**src/rtl/mips32_dbg_pkg.sv**
```systemverilog
// mips32_dbg_pkg: shared FSM states, source selects and sizes for the mips32 dump unit
package mips32_dbg_pkg;
  typedef enum logic [2:0] {IDLE, WAIT_HALT, READ, CAPTURE, SEND, TRAILER, DONE} state_t;
  localparam logic SRC_MEM = 1'b0;
  localparam logic SRC_REG = 1'b1;
  localparam int REG_ADDR_W = 5;
  localparam int BYTES_PER_WORD = 4;
endpackage

```
**src/rtl/mips32_dump_serializer.sv**
```systemverilog
// mips32_dump_serializer: 32-to-8 MSB-first shift register with byte index and XOR checksum (ports: clock/reset, clear, load/load_data, shift, byte_data, last, checksum)
module mips32_dump_serializer
  import mips32_dbg_pkg::*;
(
  input  logic        clock,
  input  logic        reset,
  input  logic        clear,
  input  logic        load,
  input  logic        shift,
  input  logic [31:0] load_data,
  output logic [7:0]  byte_data,
  output logic        last,
  output logic [7:0]  checksum
);
  localparam int IDX_W = $clog2(BYTES_PER_WORD);
  logic [31:0] shreg;
  logic [IDX_W-1:0] idx;
  assign byte_data = shreg[31:24];
  assign last = idx == IDX_W'(BYTES_PER_WORD - 1);
  always_ff @(posedge clock) begin
    if (reset) begin
      shreg <= '0;
      idx <= '0;
      checksum <= '0;
    end else begin
      if (load) begin
        shreg <= load_data;
        idx <= '0;
      end else if (shift) begin
        shreg <= {shreg[23:0], 8'h00};
        idx <= idx + 1'b1;
        checksum <= checksum ^ shreg[31:24];
      end
      if (clear) checksum <= '0;
    end
  end
endmodule

```
**src/rtl/mips32_dump_unit.sv**
```systemverilog
// mips32_dump_unit: after HALTED, reads a Mem/Reg window and streams it as bytes plus an XOR checksum (ports: clock/reset, start/src_sel/start_addr/word_cnt, halted, rd_* read port, out_* stream, busy, done)
module mips32_dump_unit
  import mips32_dbg_pkg::*;
#(
  parameter int ADDR_W = 10,
  parameter int CNT_W = 11
) (
  input  logic              clock,
  input  logic              reset,
  input  logic              start,
  input  logic              src_sel,
  input  logic [ADDR_W-1:0] start_addr,
  input  logic [CNT_W-1:0]  word_cnt,
  input  logic              halted,
  output logic              rd_en,
  output logic              rd_sel,
  output logic [ADDR_W-1:0] rd_addr,
  input  logic [31:0]       rd_data,
  output logic              out_valid,
  output logic [7:0]        out_data,
  input  logic              out_ready,
  output logic              busy,
  output logic              done
);
  state_t state_q, state_d;
  logic sel_q;
  logic [ADDR_W-1:0] addr_q, rd_addr_q, next_addr;
  logic [CNT_W-1:0] cnt_q;
  logic [REG_ADDR_W-1:0] reg_next;
  logic [7:0] ser_byte, checksum;
  logic last, hs, word_done, take;
  assign hs = out_valid && out_ready;
  assign take = state_q == IDLE && start;
  assign word_done = state_q == SEND && hs && last;
  assign reg_next = addr_q[REG_ADDR_W-1:0] + 1'b1;
  // register-file addresses wrap at 32 rather than at the memory size
  assign next_addr = sel_q == SRC_REG ? {{(ADDR_W-REG_ADDR_W){1'b0}}, reg_next} : addr_q + 1'b1;
  assign rd_sel = sel_q;
  mips32_dump_serializer u_ser (
    .clock(clock),
    .reset(reset),
    .clear(take),
    .load(state_q == CAPTURE),
    .shift(state_q == SEND && out_ready),
    .load_data(rd_data),
    .byte_data(ser_byte),
    .last(last),
    .checksum(checksum)
  );
  always_comb begin
    state_d = state_q;
    case (state_q)
      IDLE:      if (start) state_d = word_cnt == '0 ? TRAILER : WAIT_HALT;
      WAIT_HALT: if (halted) state_d = READ;
      READ:      state_d = CAPTURE;
      CAPTURE:   state_d = SEND;
      SEND:      if (word_done) state_d = cnt_q == CNT_W'(1) ? TRAILER : READ;
      TRAILER:   if (hs) state_d = DONE;
      DONE:      state_d = IDLE;
      default:   state_d = IDLE;
    endcase
    rd_en = state_q == READ;
    rd_addr = state_q == READ ? addr_q : rd_addr_q;
    out_valid = state_q == SEND || state_q == TRAILER;
    out_data = state_q == SEND ? ser_byte : state_q == TRAILER ? checksum : 8'h00;
    busy = state_q != IDLE;
    done = state_q == DONE;
  end
  always_ff @(posedge clock) begin
    if (reset) begin
      state_q <= IDLE;
      sel_q <= SRC_MEM;
      addr_q <= '0;
      cnt_q <= '0;
      rd_addr_q <= '0;
    end else begin
      state_q <= state_d;
      if (take) begin
        sel_q <= src_sel;
        addr_q <= src_sel == SRC_REG ? {{(ADDR_W-REG_ADDR_W){1'b0}}, start_addr[REG_ADDR_W-1:0]} : start_addr;
        cnt_q <= word_cnt;
      end
      if (state_q == READ) rd_addr_q <= addr_q;
      if (word_done) begin
        cnt_q <= cnt_q - 1'b1;
        addr_q <= next_addr;
      end
    end
  end
endmodule

```
**config.mk**
```make
export PLATFORM = sky130hd
export DESIGN_NAME = mips32_dump_unit
export DESIGN_NICKNAME = d
export VERILOG_FILES = /design/src/rtl/mips32_dbg_pkg.sv /design/src/rtl/mips32_dump_serializer.sv /design/src/rtl/mips32_dump_unit.sv
export SDC_FILE = /design/constraint.sdc
export NUM_CORES = 1
export LEC_CHECK = 0
export CAP_MARGIN = 5
export CORE_UTILIZATION = 45
export CTS_BUF_LIST = sky130_fd_sc_hd__clkbuf_16
export DETAILED_ROUTE_END_ITERATION = 8
export PLACE_DENSITY = 0.83
export SYNTH_ARGS = -nofsm -noshare
export SYNTH_HDL_FRONTEND = slang
export SYNTH_HIERARCHICAL = 1
export SYNTH_SLANG_ARGS = --single-unit
```
**constraint.sdc**
```tcl
create_clock -name clock -period 1.7 [get_ports clock]
set_input_delay 0.17 -clock clock [delete_from_list [all_inputs] [get_ports clock]]
set_output_delay 0.17 -clock clock [all_outputs]
set_load 0.005 [all_outputs]
```
======== Yosys cells after proc, flatten, opt, wreduce, memory -nomap -nowiden ========
Cells that the tools add are included.
operators by class
  $add $sub $neg .......................... 4
  equality and inequality tests ........... 12
  muxes and demuxes ....................... 18
  bitwise logic cells ..................... 2
  reduce and logical (&&, ||, !) cells .... 15
operator list
  kind                   count
  $mux 32                2
  $mux 10                5
  $mux 11                2
  $mux 3                 6
  $pmux 3 s6             1
  $mux 8                 2
  $eq 11x1->1 const B    1
  $logic_not 11->1       1
  $sub 11x1->11 const B  1
  $add 10x1->10 const B  1
  $eq 3x3->1 const B     3
  $ne 2x2->1 const B     4
  $xor 8x8->8            1
  $eq 3x2->1 const B     2
  $add 5x1->5 const B    1
  $logic_and 1x1->1      5
  $reduce_and 4->1       1
  $reduce_bool 2->1      2
  $reduce_or 2->1        2
  $eq 3x1->1 const B     1
  $logic_not 3->1        1
  $reduce_bool 3->1      1
  $add 2x1->2 const B    1
  $eq 2x2->1 const B     1
  other kinds (3)        3
word-level totals
  register bits ........................... 77
  input bits .............................. 59
  output and inout port bits .............. 23
  word-level logic and storage cells ...... 59

======== Depth between registers and ports, before layout ========
  word-level depth ........................ 7
  gate-level depth with buffers ........... 7
  gate-level depth less buffers ........... 6

======== Modules after synthesis ========
The synthesis kept the hierarchy.
by module, submodules not included
  module                  times used  cells each  area each (um2)
  mips32_dump_unit        1           255         2133.3
  mips32_dump_serializer  1           203         2019.4

======== Worst setup path before layout ========
No wires, ideal clock.
  path kind ............................... register to register
  from .................................... register state_q[1]
  to ...................................... register u_ser.checksum[5]
  arrival time ............................ 1.807 ns
  path slack .............................. -0.228 ns
  stages on the path, launching flop included .. 8
  path buffers ............................ 3
  clock period less this slack ............ 1.928 ns
  cells stage by stage .................... dfxtp_1 or4b_1 inv_2 buf_4 clkbuf_2 buf_2 nor3b_1 mux2_2
between the ends
  cells in the longest elaborated chain, start to end .. 3
  elaborated cells between the ends (all ways) .. 8
RTL lines
  element                    line                          RTL
  start, declared            mips32_dump_unit.sv:25        state_t state_q, state_d;
  start signal, assigned     mips32_dump_unit.sv:77        state_q <= state_d;
  $logic_not 3->1            mips32_dump_unit.sv:33        assign take = state_q == IDLE && start;
  $logic_and 1x1->1          mips32_dump_unit.sv:33
  named net take             mips32_dump_unit.sv:31        logic last, hs, word_done, take;
  $reduce_or 2->1 (no line)  --
  end signal, assigned       mips32_dump_serializer.sv:32  checksum <= checksum ^ shreg[31:24];
  end, declared              mips32_dump_serializer.sv:13  output logic [7:0] checksum
The timed path passes the listed nets, and every way through them passes these cells.
A chain may end at the register's enable or synchronous reset.

======== Worst setup path in the final report ========
  from .................................... register state_q[0]
  to ...................................... register cnt_q[5]
between the ends
  cells in the longest elaborated chain, start to end .. 6
  elaborated cells between the ends (all ways) .. 10
RTL lines
  element                                       line                                            RTL
  $eq 3x3->1, on equally long branches          mips32_dump_unit.sv:34, mips32_dump_unit.sv:64
  $logic_or 1x1->1                              mips32_dump_unit.sv:64                          out_valid = state_q == SEND || state_q == TRAILER;
  $logic_and 1x1->1                             mips32_dump_unit.sv:32                          assign hs = out_valid && out_ready;
  $logic_and 1x1->1 (2 in series)               mips32_dump_unit.sv:34                          assign word_done = state_q == SEND && hs && last;
  $mux 11 or $reduce_bool 2->1 (tied branches)  --
  end signal, assigned                          mips32_dump_unit.sv:81                          cnt_q <= word_cnt;
  end signal, assigned                          mips32_dump_unit.sv:85                          cnt_q <= cnt_q - 1'b1;
  end, declared                                 mips32_dump_unit.sv:28                          logic [CNT_W-1:0] cnt_q;
Parallel ways exist; a longest one is shown, timed or not.

==> run_results.csv <==
group,metric,value,unit
yosys,synth_edf_count,0,
critical_path,rr_startpoint,"state_q[0]",
sta,setup_tns,-5570,ps
yosys,synth-seq-area-share,37.1,%
critical_path,r2r_cells,8,
drt,dr.pass1.iters,7,
critical_path,r2r_slack,-210,ps
sta,maxSlewViolCount,0,
cells_and_area,area_delta_synth_final,63.0,%
floorplanning,core,8850,um2
drt,wire_per_inst,22.5,um
cells_and_area,layout-drive-gt1-share,38.4,%
floorplanning,die_h,98.1,um
global_route,first_global_vias,3993,
critical_path,worstSetupPathType,"register to register",
power,p_total,0.00562,W
cells_and_area,final_common_cell,"dfxtp_1",
sta,timing.final.ws_setup,-211,ps
power,ir_drop,0.565,mV
floorplanning,dieArea,9620,um2
min_path,hp-class,"primary input to register",
global_route,grt.overflow.total,0,
run_status,status,"finished with violations",
yosys,yosysWarningCount,6,
global_route,grtUsageTotal,25.0,%
clock_tree,cts_tree,"built",
yosys,syn_avg_cell_area,9.07,um2
clock_tree,hold_buffers,0,
critical_path,slowest_stage,"or4b_4",
cells_and_area,antenna_cells,0,
cells_and_area,fillers,504,
critical_path,critPathMaxStageDelay,550,ps
job,cap_violations,0,
clock_tree,cts_buffers,9,
floorplanning,io_pins,82,
power,p_per_area,830,nW/um2
critical_path,worstSetupStartpoint,"state_q[0]",
cells_and_area,multi_input_area,2930,um2
critical_path,crit_chain,"buf_6 -> buf_6 -> or4b_4 -> buf_12 -> clkinv_8 -> buf_8 -> nand2_1 -> a31oi_1",
sta,finalHoldViolations,0,
clock_tree,clk_pin_slew,60,ps
global_route,grt_pass1_wl,19200,um
place,postPlaceCellArea,5220,um2
drt,drt_iter0_markers,259,
drt,vias,4457,
place,globalplace.congestion,0.913,
critical_path,worstPathArrival,2170,ps
sta,post-route-period-util,112,%
global_route,antenna_found_initial,0,
floorplanning,start_util,46.9,%
critical_path,critical_path_depth,8,
floorplanning,rows,34,
drt,drc,7,
sta,timing.fmax,523,MHz
yosys,netlist_area,4150,um2
drt,postRouteAntennaNets,0,
clock_tree,cts_buffer_depth,2,
critical_path,end_kind,"register",
critical_path,start_kind,"register",
yosys,synth_top_flop_cell,"dfxtp_1",
yosys,synth-seq-cells,77,
cells_and_area,final_util,76.5,%
yosys,synth_cell_types,62,
critical_path,cp-endpoint,"cnt_q[5]",
place,hpwl,7550,um
clock_tree,clkLatencyLatePin,340,ps
cells_and_area,fin_nets,655,
power,power_leakage,2.45,nW
critical_path,path_buf_inv,5,
floorplanning,chipWidth,98.1,um
cells_and_area,regArea,1550,um2
clock_tree,cts.sinks,77,
critical_path,crit_path_frequent_cell,"buf_6",
cells_and_area,final_cell_mix,"dfxtp_1, clkdlybuf4s50_1, buf_6",
drt,vias_per_cell,6.32,
clock_tree,htreeDepth,3,
sta,rsz0062_at_grt,"true",
sta,worstMarginPinSlew,613,ps
cells_and_area,finalInstanceArea,6770,um2
critical_path,cpLargestDelayFamily,"buffers and inverters",
sta,min_period,1910,ps
yosys,synth_nets,521,
critical_path,crit_required,1960,ps
run_status,violations,"design-rule violations, negative setup slack",
sta,skew,8.28,ps
yosys,syn-instance-count,458,
critical_path,cp_max_fo,7,
yosys,async_flop_share,0,%
sta,finalSetupViolations,54,
place,io_buffers,81,
critical_path,worstReg2RegEnd,"cnt_q[5]",
sta,relSlewSlack,59.2,%
clock_tree,root_buffer,"clkbuf_16",
global_route,grt_max_degree,38,
drt,wirelength,15900,um
## sequential cells by signal, summed over array words and instances, names as in the netlist
signal / flops
addr_q: 10
rd_sel: 1
u_ser/idx: 2
rd_addr_q: 10
cnt_q: 11
u_ser/checksum: 8
state_q: 3
u_ser/shreg: 32
## timing repair
action,4_1_cts,5_1_grt
cloned,4,6
setup buffers,14,23
setup endpoints to repair,30,62
gates resized for setup,128,144
pin swaps,8,61
## stage by stage
stage               hold slack, ps  std cells  setup WS, ps
finish                         374        705          -211
global route                   379        705          -232
CTS                            377        677          -166
detailed placement             466        643          -143
global placement               470        643         -92.9
floorplan                      306        458         -55.9
## how the worst min path moves through the flow
stage / end / cells after the start / slack (ps) / start
2_1_floorplan: rd_sel / 2 / 310 / src_sel
3_3_place_gp: rd_sel / 2 / 470 / rd_sel
3_5_place_dp: rd_sel / 2 / 470 / rd_sel
4_1_cts: u_ser/shreg[2] / 3 / 380 / rd_data[2]
5_1_grt: u_ser/shreg[2] / 3 / 380 / rd_data[2]
6_report: u_ser/shreg[2] / 3 / 370 / rd_data[2]
## logic make-up after synthesis
| family | after synthesis | share of synthesized area [%] |
|---|---|---|
| AO/OA/AOI/OAI | 99 | 16.3 |
| XOR/XNOR | 2 | 0.422 |
| adder cells (fa/ha/maj) | 4 | 1.21 |
| buffers and inverters | 54 | 6.87 |
| flip-flops | 77 | 37.1 |
| multiplexers | 54 | 13.6 |
| AND/OR/NAND/NOR | 168 | 24.5 |
## report_power, final
part,switching [W],internal (W),leakage [nW]
clock network,0.000812,0.00144,0.162
registers,0.000109,0.00189,0.627
logic,0.000660,0.000703,1.67
total,0.00158,0.00404,2.45
## layout make-up
cell class                 count  area share (%)
clock buffer                   9            3.33
clock inverter                 7            1.81
inverter                      12           0.906
multi-input combinational    327            43.2
sequential                    77            22.9
tap                          108            2.00
timing repair buffer         161            24.9
timing repair inverter         4           0.832
## metal layers
layer  GRT usage [%]  vias up  wire length, um
li1                -     1952                -
met1            28.3     2129             5720
met2            44.0      278             7980
met3            5.58       98             1180
met4            12.7        0              991
met5               0        -                0
## synthesized netlist by cell type (3+ instances only)
library cell | n | area share (%)
nor2_1 | 17 | 1.5
buf_2 | 11 | 1.3
mux2_2 | 15 | 4.1
a32oi_1 | 4 | 0.84
nor3b_1 | 10 | 1.8
a31oi_1 | 4 | 0.60
inv_1 | 11 | 0.99
or3_1 | 3 | 0.45
buf_6 | 4 | 1.1
or3b_1 | 9 | 1.9
nand2b_1 | 3 | 0.45
a21oi_1 | 28 | 3.4
buf_1 | 5 | 0.45
buf_4 | 10 | 1.8
nand2_1 | 27 | 2.4
clkbuf_1 | 11 | 0.99
dfxtp_1 | 77 | 37
nand4b_1 | 3 | 0.63
nor2b_1 | 34 | 5.1
mux2i_1 | 35 | 8.4
o21ai_1 | 6 | 0.72
or4_1 | 3 | 0.54
o311ai_1 | 3 | 0.63
and2_1 | 3 | 0.45
nand3b_1 | 12 | 2.2
nor4_1 | 6 | 0.90
o21ai_0 | 4 | 0.48
nor3_1 | 16 | 1.9
mux2_1 | 4 | 1.1
a211oi_1 | 28 | 5.1
and3_1 | 3 | 0.45
ha_1 | 4 | 1.2
nand3_1 | 6 | 0.72
## worst min-delay path: cells and delay by family
| family | cells | cell delay, ps |
|---|---|---|
| AO/OA/AOI/OAI | 1 | 50 |
| buffers and inverters | 1 | 390 |
| AND/OR/NAND/NOR | 1 | 60 |
Power figures use the tool's default switching activity.
